==> src/rtl/md_phase_sequencer.sv <==
// Timestep initiator for the MD accelerator.
// Each timestep hands the force phase (phase 1) and then the motion-update
// phase (phase 2) a CTL_READY request, waits for each CTL_DONE handshake,
// then flips the double-buffer select. It repeats for n_steps timesteps.
// The handshake outputs are registered and follow the FSM by one cycle.
// A ready drops on the same cycle the FSM leaves its phase, so there is
// always a gap cycle with both readies low between phases.
module md_phase_sequencer #(
  parameter int STEP_W      = 32,
  parameter int ACK_TIMEOUT = 64
) (
  input  logic              clk,
  input  logic              reset,
  input  logic              start,
  input  logic [STEP_W-1:0] n_steps,
  output logic              p1_ready,
  input  logic              p1_done,
  output logic              p2_ready,
  input  logic              p2_done,
  output logic              double_buffer,
  output logic [1:0]        phase,
  output logic [STEP_W-1:0] step_count,
  output logic              busy,
  output logic              done,
  output logic              error
);

  localparam int TW = $clog2(ACK_TIMEOUT + 1);

  typedef enum logic [2:0] {
    IDLE, P1_ACK, P1_RUN, P2_ACK, P2_RUN, STEP_END, FINISH
  } state_t;

  state_t            state, nxt;
  logic [STEP_W-1:0] target;
  logic [TW-1:0]     to_cnt;
  logic [STEP_W-1:0] step_inc;
  logic              accept;
  logic              to_hit;
  logic              in_p1, in_p2, nxt_p1, nxt_p2;
  logic              ack_enter, ack_wait;

  // busy stays high through the done cycle, so a start there is ignored
  assign accept   = (state == IDLE) && start && !busy;
  assign step_inc = step_count + STEP_W'(1);
  assign to_hit   = (to_cnt == TW'(ACK_TIMEOUT - 1));

  assign in_p1  = (state == P1_ACK) || (state == P1_RUN);
  assign in_p2  = (state == P2_ACK) || (state == P2_RUN);
  assign nxt_p1 = (nxt == P1_ACK) || (nxt == P1_RUN);
  assign nxt_p2 = (nxt == P2_ACK) || (nxt == P2_RUN);

  // timeout counter restarts on each fresh entry into an ACK state
  assign ack_enter = ((nxt == P1_ACK) || (nxt == P2_ACK)) && (nxt != state);
  // cycles still waiting for the done drop
  assign ack_wait  = ((state == P1_ACK) && p1_done) || ((state == P2_ACK) && p2_done);

  // next-state logic
  always_comb begin
    nxt = state;
    unique case (state)
      IDLE:     if (accept) nxt = (n_steps == '0) ? FINISH : P1_ACK;
      P1_ACK:   if (!p1_done) nxt = P1_RUN;
                else if (to_hit) nxt = FINISH;
      P1_RUN:   if (p1_done) nxt = P2_ACK;
      P2_ACK:   if (!p2_done) nxt = P2_RUN;
                else if (to_hit) nxt = FINISH;
      P2_RUN:   if (p2_done) nxt = STEP_END;
      STEP_END: nxt = (step_inc == target) ? FINISH : P1_ACK;
      FINISH:   nxt = IDLE;
      default:  nxt = IDLE;
    endcase
  end

  // state register
  always_ff @(posedge clk or negedge reset) begin
    if (!reset) state <= IDLE;
    else        state <= nxt;
  end

  // ack timeout counter; saturates so a timed-out ACK is visible in FINISH
  always_ff @(posedge clk or negedge reset) begin
    if (!reset)                             to_cnt <= '0;
    else if (accept || ack_enter)           to_cnt <= '0;
    else if (ack_wait && (to_cnt != TW'(ACK_TIMEOUT))) to_cnt <= to_cnt + TW'(1);
  end

  // registered handshake and status outputs
  always_ff @(posedge clk or negedge reset) begin
    if (!reset) begin
      p1_ready      <= 1'b0;
      p2_ready      <= 1'b0;
      phase         <= 2'd0;
      double_buffer <= 1'b0;
      step_count    <= '0;
      busy          <= 1'b0;
      done          <= 1'b0;
      error         <= 1'b0;
      target        <= '0;
    end else begin
      // ready is high only while both this and the next cycle sit in the phase
      p1_ready <= in_p1 && nxt_p1;
      p2_ready <= in_p2 && nxt_p2;
      phase    <= (in_p1 && nxt_p1) ? 2'd1 : (in_p2 && nxt_p2) ? 2'd2 : 2'd0;
      done     <= (state == FINISH);

      if (state == STEP_END) begin
        step_count    <= step_inc;
        double_buffer <= ~double_buffer;
      end else if (accept) begin
        step_count    <= '0;
      end

      if (accept)    busy <= 1'b1;
      else if (done) busy <= 1'b0;

      if (accept) error <= 1'b0;
      else if ((state == FINISH) && (to_cnt == TW'(ACK_TIMEOUT))) error <= 1'b1;

      if (accept) target <= n_steps;
    end
  end

endmodule

==> config.mk <==
export PLATFORM = sky130hd
export DESIGN_NAME = md_phase_sequencer
export DESIGN_NICKNAME = d
export VERILOG_FILES = /design/src/rtl/md_phase_sequencer.sv
export SDC_FILE = /design/constraint.sdc
export NUM_CORES = 1
export LEC_CHECK = 0
export ABC_AREA = 1
export BUFFER_PORTS_ARGS = -buffer_cell sky130_fd_sc_hd__buf_4
export CORE_UTILIZATION = 50
export CTS_BUF_LIST = sky130_fd_sc_hd__clkbuf_8
export CTS_CLUSTER_DIAMETER = 150
export DETAILED_ROUTE_END_ITERATION = 12
export PLACE_DENSITY = 0.83
export SLEW_MARGIN = 5
export SYNTH_ARGS = -nofsm -noshare
export SYNTH_HDL_FRONTEND = slang
export SYNTH_SLANG_ARGS = --single-unit
==> constraint.sdc <==
create_clock -name clk -period 3.7 [get_ports clk]
set_clock_uncertainty 0.2 [all_clocks]
set_input_delay 0.37 -clock clk [delete_from_list [all_inputs] [get_ports clk]]
set_output_delay 0.37 -clock clk [all_outputs]
set_load 0.005 [all_outputs]
Yosys cells after proc, flatten, opt, wreduce, memory -nomap -nowiden
Cells that the tools add are included.
{ "word_totals": {"reg_bits": 82, "input_bits": 37, "output_inout_bits": 40, "word_cells": 71} }
{ "op_classes": {"n_addsub": 2, "eq_ne": 15, "mux": 19, "bitwise": 1, "reduce_logical": 23} }
{ "ops": {"columns": ["op", "n"], "rows": [
  ["32-bit two-way mux", 2],
  ["32-bit by 1-bit adder with 32-bit output (second input constant)", 1],
  ["32-bit == test", 1],
  ["32-bit zero test", 1],
  ["3-bit two-way mux", 8],
  ["3-bit case mux with 6 select lines", 1],
  ["7-bit two-way mux", 2],
  ["3-bit by 2-bit == test with 1-bit output (second input constant)", 4],
  ["3-bit == test (second input constant)", 4],
  ["1-bit logical AND", 9],
  ["2-bit nonzero test", 4],
  ["7-bit by 1-bit adder with 7-bit output (second input constant)", 1],
  ["7-bit by 6-bit == test with 1-bit output (second input constant)", 1],
  ["7-bit == test (second input constant)", 1],
  ["1-bit logical OR", 7],
  ["7-bit inequality test (second input constant)", 1],
  ["3-bit by 1-bit == test with 1-bit output (second input constant)", 2],
  ["1-bit two-way mux", 4],
  ["2-bit two-way mux", 2],
  ["3-bit zero test", 1],
  ["3-bit inequality test", 1],
  ["1-bit zero test", 1],
  ["1-bit inverter", 1]
]} }

Depth between registers and ports, before layout
{ "depth": {"depth_word": 10, "depth_mapped": 19, "depth_no_buf": 19} }

Worst setup path after synthesis
No wires, ideal clock.
{ "synth_timing": {"path_type": "flip-flop to flip-flop", "start": "register step_count[0]", "end": "register to_cnt[1]", "setup_ns": 0.122, "arrival_time_ns": 2.089, "t_required_ns": 3.378, "slack_ns": 1.288, "stages_incl_launch_ff": 20, "n_path_buf": 1, "synth_period_minus_slack_ns": 2.412, "cell_sequence": "dfrtp_1 > ha_1 > nand2_2 > nor2_8 > nand2_4 > nor2_4 > buf_6 > nand3_1 > nand2_1 > nand2_1 > nand2_1 > nor2_1 > nand2_1 > nor2_1 > nand3_1 > nor2_1 > nor2_1 > nand3_2 > nand2_4 > nor2_2"} }
{ "synth_between": {"elab_chain_len": 9, "elab_cells_between_ends": 12, "classes_between": "add/sub (1); eq/ne (4); mux (3); reduce/logical (4)"} }
{ "synth_rtl": {"columns": ["element", "line", "source"], "rows": [
  ["start: declaration", "22", "output logic [STEP_W-1:0] step_count,"],
  ["start signal: assignment", "108", "step_count <= step_inc;"],
  ["32-bit by 1-bit adder with 32-bit output (*)", "45", "assign step_inc = step_count + STEP_W'(1);"],
  ["32-bit == test (*)", "69", "STEP_END: nxt = (step_inc == target) ? FINISH : P1_ACK;"],
  ["3-bit two-way mux (*)", "69", null],
  ["3-bit case mux with 6 select lines (*)", "61", "unique case (state)"],
  ["3-bit by 1-bit == test with 1-bit output / 3-bit by 2-bit == test with 1-bit output (equally long branches)", "54", "assign ack_enter = ((nxt == P1_ACK) || (nxt == P2_ACK)) && (nxt != state);"],
  ["1-bit logical OR", "54", null],
  ["1-bit logical AND (*)", "54", null],
  ["1-bit logical OR (*)", "84", "else if (accept || ack_enter) to_cnt <= '0;"],
  ["7-bit two-way mux / 2-bit nonzero test (equally long branches)", null, null],
  ["end signal: assignment", "85", "else if (ack_wait && (to_cnt != TW'(ACK_TIMEOUT))) to_cnt <= to_cnt + TW'(1);"],
  ["end: declaration", "36", "logic [TW-1:0] to_cnt;"]
]} }
Every way passes the cells marked *; elsewhere a longest branch is shown, timed or not.
A chain may end at the register's enable or synchronous reset.

Worst setup path after layout
Same ends and word-level chain as after synthesis.

==> results.json <==
{
  "ir_worst_vdd_mv": 0.145,
  "grt_use_total_pct": 27.3,
  "die_w_um": 102,
  "port_buffers": 76,
  "dp_hpwl_um": 10000,
  "critPathKind": "register to register",
  "finalMaxSlewViolations": 0,
  "num_rows": 36,
  "numCtsBuffers": 9,
  "dp.cells": 945,
  "min_period_over_period_pct": 76.5,
  "async_reset_ff_share_pct": 100,
  "crit_path_max_fanout": 7,
  "cp-start-kind": "register",
  "io_pins": 77,
  "required_ns": 3.80,
  "cp_cell_sequence": "ha_1 -> nand2_2 -> nor2_8 -> nand2_4 -> nor2_2 -> nand2_1 -> nand3b_1 -> nand2_1 -> nor2_1 -> nand3_1 -> nor2_1 -> nand3_1 -> nor2_1 -> nor2_1 -> nand3_2 -> nand2_4 -> nor2_2",
  "tightestPinTransition_ns": 1.03,
  "syn_area_sq_um": 5030,
  "crit_slowest_cell": "dfrtp_1",
  "r2r-end": "to_cnt[1]",
  "final-setup-viol-count": 0,
  "synth.yosys.warnings": 0,
  "post-route-min-period_ns": 2.83,
  "antenna_found_initial": 0,
  "ant_nets": 0,
  "clk_path_buf_depth": 2,
  "r2r_start": "step_count[0]",
  "rr_worst_depth": 17,
  "worstPathArrival_ns": 2.93,
  "fmax_mhz": 353,
  "hold_violations": 27,
  "drc": 0,
  "finalNonFillerCells": 962,
  "clkLatencyLatePin_ns": 0.37,
  "whs_ns": -0.0425,
  "crit_top_cell": "nor2_1",
  "start_util_pct": 51.5,
  "drive_above_1_share_pct": 14.6,
  "post_cts_resized": 0,
  "layout.nets": 864,
  "ys_seq_area_share_pct": 40.3,
  "cp-end-kind": "register",
  "area_delta_synth_final_pct": 18.4,
  "syn-instance-count": 746,
  "maxSlewHeadroom_pct": 31.5,
  "pwr_density_cell_nw_per_um2": 274,
  "vias": 5054,
  "diodes": 0,
  "cap_viol_max_count": 0,
  "rsz0062_at_grt": "false",
  "grt_pass1_wl_um": 21800,
  "cts.sinks": 81,
  "die_area_sq_um": 10500,
  "cts_max_level": 3,
  "via_per_inst": 5.25,
  "status": "complete, but fails checks",
  "crit_cells": 17,
  "overflow": 0,
  "fillCellCount": 869,
  "synth-seq-cells": 81,
  "wl_um": 13300,
  "path_buf_inv": 0,
  "place_congestion": 0.960,
  "setup_tns_ns": 0,
  "grt_max_degree": 82,
  "ys_types": 30,
  "first_global_vias": 4560,
  "synth_edf_count": 0,
  "post_cts_buffers": 0,
  "core_sq_um": 9770,
  "violations": "negative hold slack",
  "cpPeakStageDelay_ns": 0.44,
  "chipHeight_um": 102,
  "dr.pass1.iters": 5,
  "dr.first_iter.drc_count": 357,
  "clkTransAtPathRegs_ns": 0.09,
  "leakage_nw": 3.53,
  "clock-root-buffer": "clkbuf_8",
  "synth_flop_cell": "dfrtp_1",
  "cts-hold-fix-buffers": 1,
  "cts_tree": "built",
  "worstHoldPathType": "primary input to async pin",
  "syn-num-nets": 786,
  "avgRoutedWirePerCell_um": 13.9,
  "crit_family": "simple AND/OR/NAND/NOR gates",
  "syn_avg_cell_area_sq_um": 6.75,
  "r2r_slack_ns": 0.87
}
-- per-stage QoR --
| step | hold slack, ns | total power, mW | utilization [%] | worst slack, ns | area [sq um] |
|---|---|---|---|---|---|
| global placement | 0.250 | 0.961 | 58.7 | 0.960 | 5740 |
| CTS | 0.00145 | 1.65 | 61.0 | 0.881 | 5960 |
| detailed placement | 0.270 | 0.961 | 58.7 | 0.925 | 5740 |
| finish | -0.0425 | 1.64 | 61.0 | 0.871 | 5960 |
| global route | 0.0133 | 1.69 | 61.0 | 0.516 | 5960 |
| floorplan | -0.126 | 0.908 | - | 1.29 | 5030 |
-- cells in the final DEF, fill, tap and decap left out, types with 2 or more instances in the layout --
master and count:
nand2_1 251, inv_1 102, dfrtp_1 81, buf_4 81
nand3_1 79, nor2_1 71, o21ai_0 48, o22ai_1 15
nor2_2 11, xor2_1 11, nand3b_1 10, clkbuf_8 10
nor3_1 9, a21oi_1 7, nand4_1 7, nor4_1 6
nor2_4 5, nand2_2 3, ha_1 3, inv_6 3
clkinv_1 2, nand2_4 2, xnor2_1 2
-- report_power, final --
part	internal, mW	switching, mW
Combinational	0.0268	0.0319
Sequential	0.884	0
Clock	0.339	0.354
-- flip-flops by register name, summed over array words and instances (netlist names) --
register / cells
busy: 1
done: 1
double_buffer: 1
error: 1
p2_ready: 1
phase: 2
state: 3
step_count: 32
target: 32
to_cnt: 7
-- kinds of logic (layout without fill, tap and decap cells) --
family	count (synthesis)	count (layout)	synth area share, %
DFF	81	81	40.3
buffers and inverters	120	203	9.20
AOI/OAI and AO/OA	73	73	7.73
adders and majority gates	3	3	0.746
and+or+nand+nor	456	456	39.8
xor gates and xnor gates	13	13	2.26
-- Yosys cell counts, drive strengths merged (3+ instances only) --
master  number  area, sq um
nand2      256          983
inv        103          387
nor2        88          412
dfrtp       81         2030
nand3       80          405
o21ai       49          245
o22ai       15         93.8
clkbuf      12         45.0
xor2        11         96.3
nand3b      10         75.1
nor3         9         45.0
a21oi        7         35.0
nand4        7         43.8
nor4         6         37.5
buf          3         23.8
ha           3         37.5
-- worst max path at each step --
stage	start	end	slack, ns
6_report	step_count[0]	to_cnt[1]	0.87
3_3_place_gp	step_count[0]	to_cnt[3]	0.96
3_5_place_dp	step_count[0]	to_cnt[3]	0.93
5_1_grt	step_count[1]	to_cnt[4]	0.52
2_1_floorplan	step_count[0]	to_cnt[1]	1.29
4_1_cts	step_count[0]	to_cnt[3]	0.88
-- layer usage --
layer	global-route usage [%]	share of wire (%)	up-vias
met5	0	0	-
met4	10.1	2.5	0
met3	4.51	7.8	25
met2	42.2	45	229
met1	38.6	45	2278
li1	-	-	2522
-- layout make-up --
type / count / area [sq um] / share of cell area, %
Tap cell: 133 / 166 / 2.79
Clock inverter: 6 / 72.6 / 1.22
Clock buffer: 10 / 138 / 2.31
Sequential cell: 81 / 2030 / 34.0
Multi-Input combinational cell: 545 / 2540 / 42.7
Timing Repair Buffer: 82 / 618 / 10.4
Inverter: 105 / 394 / 6.61
Note: power is estimated with default switching activity, not from simulation.
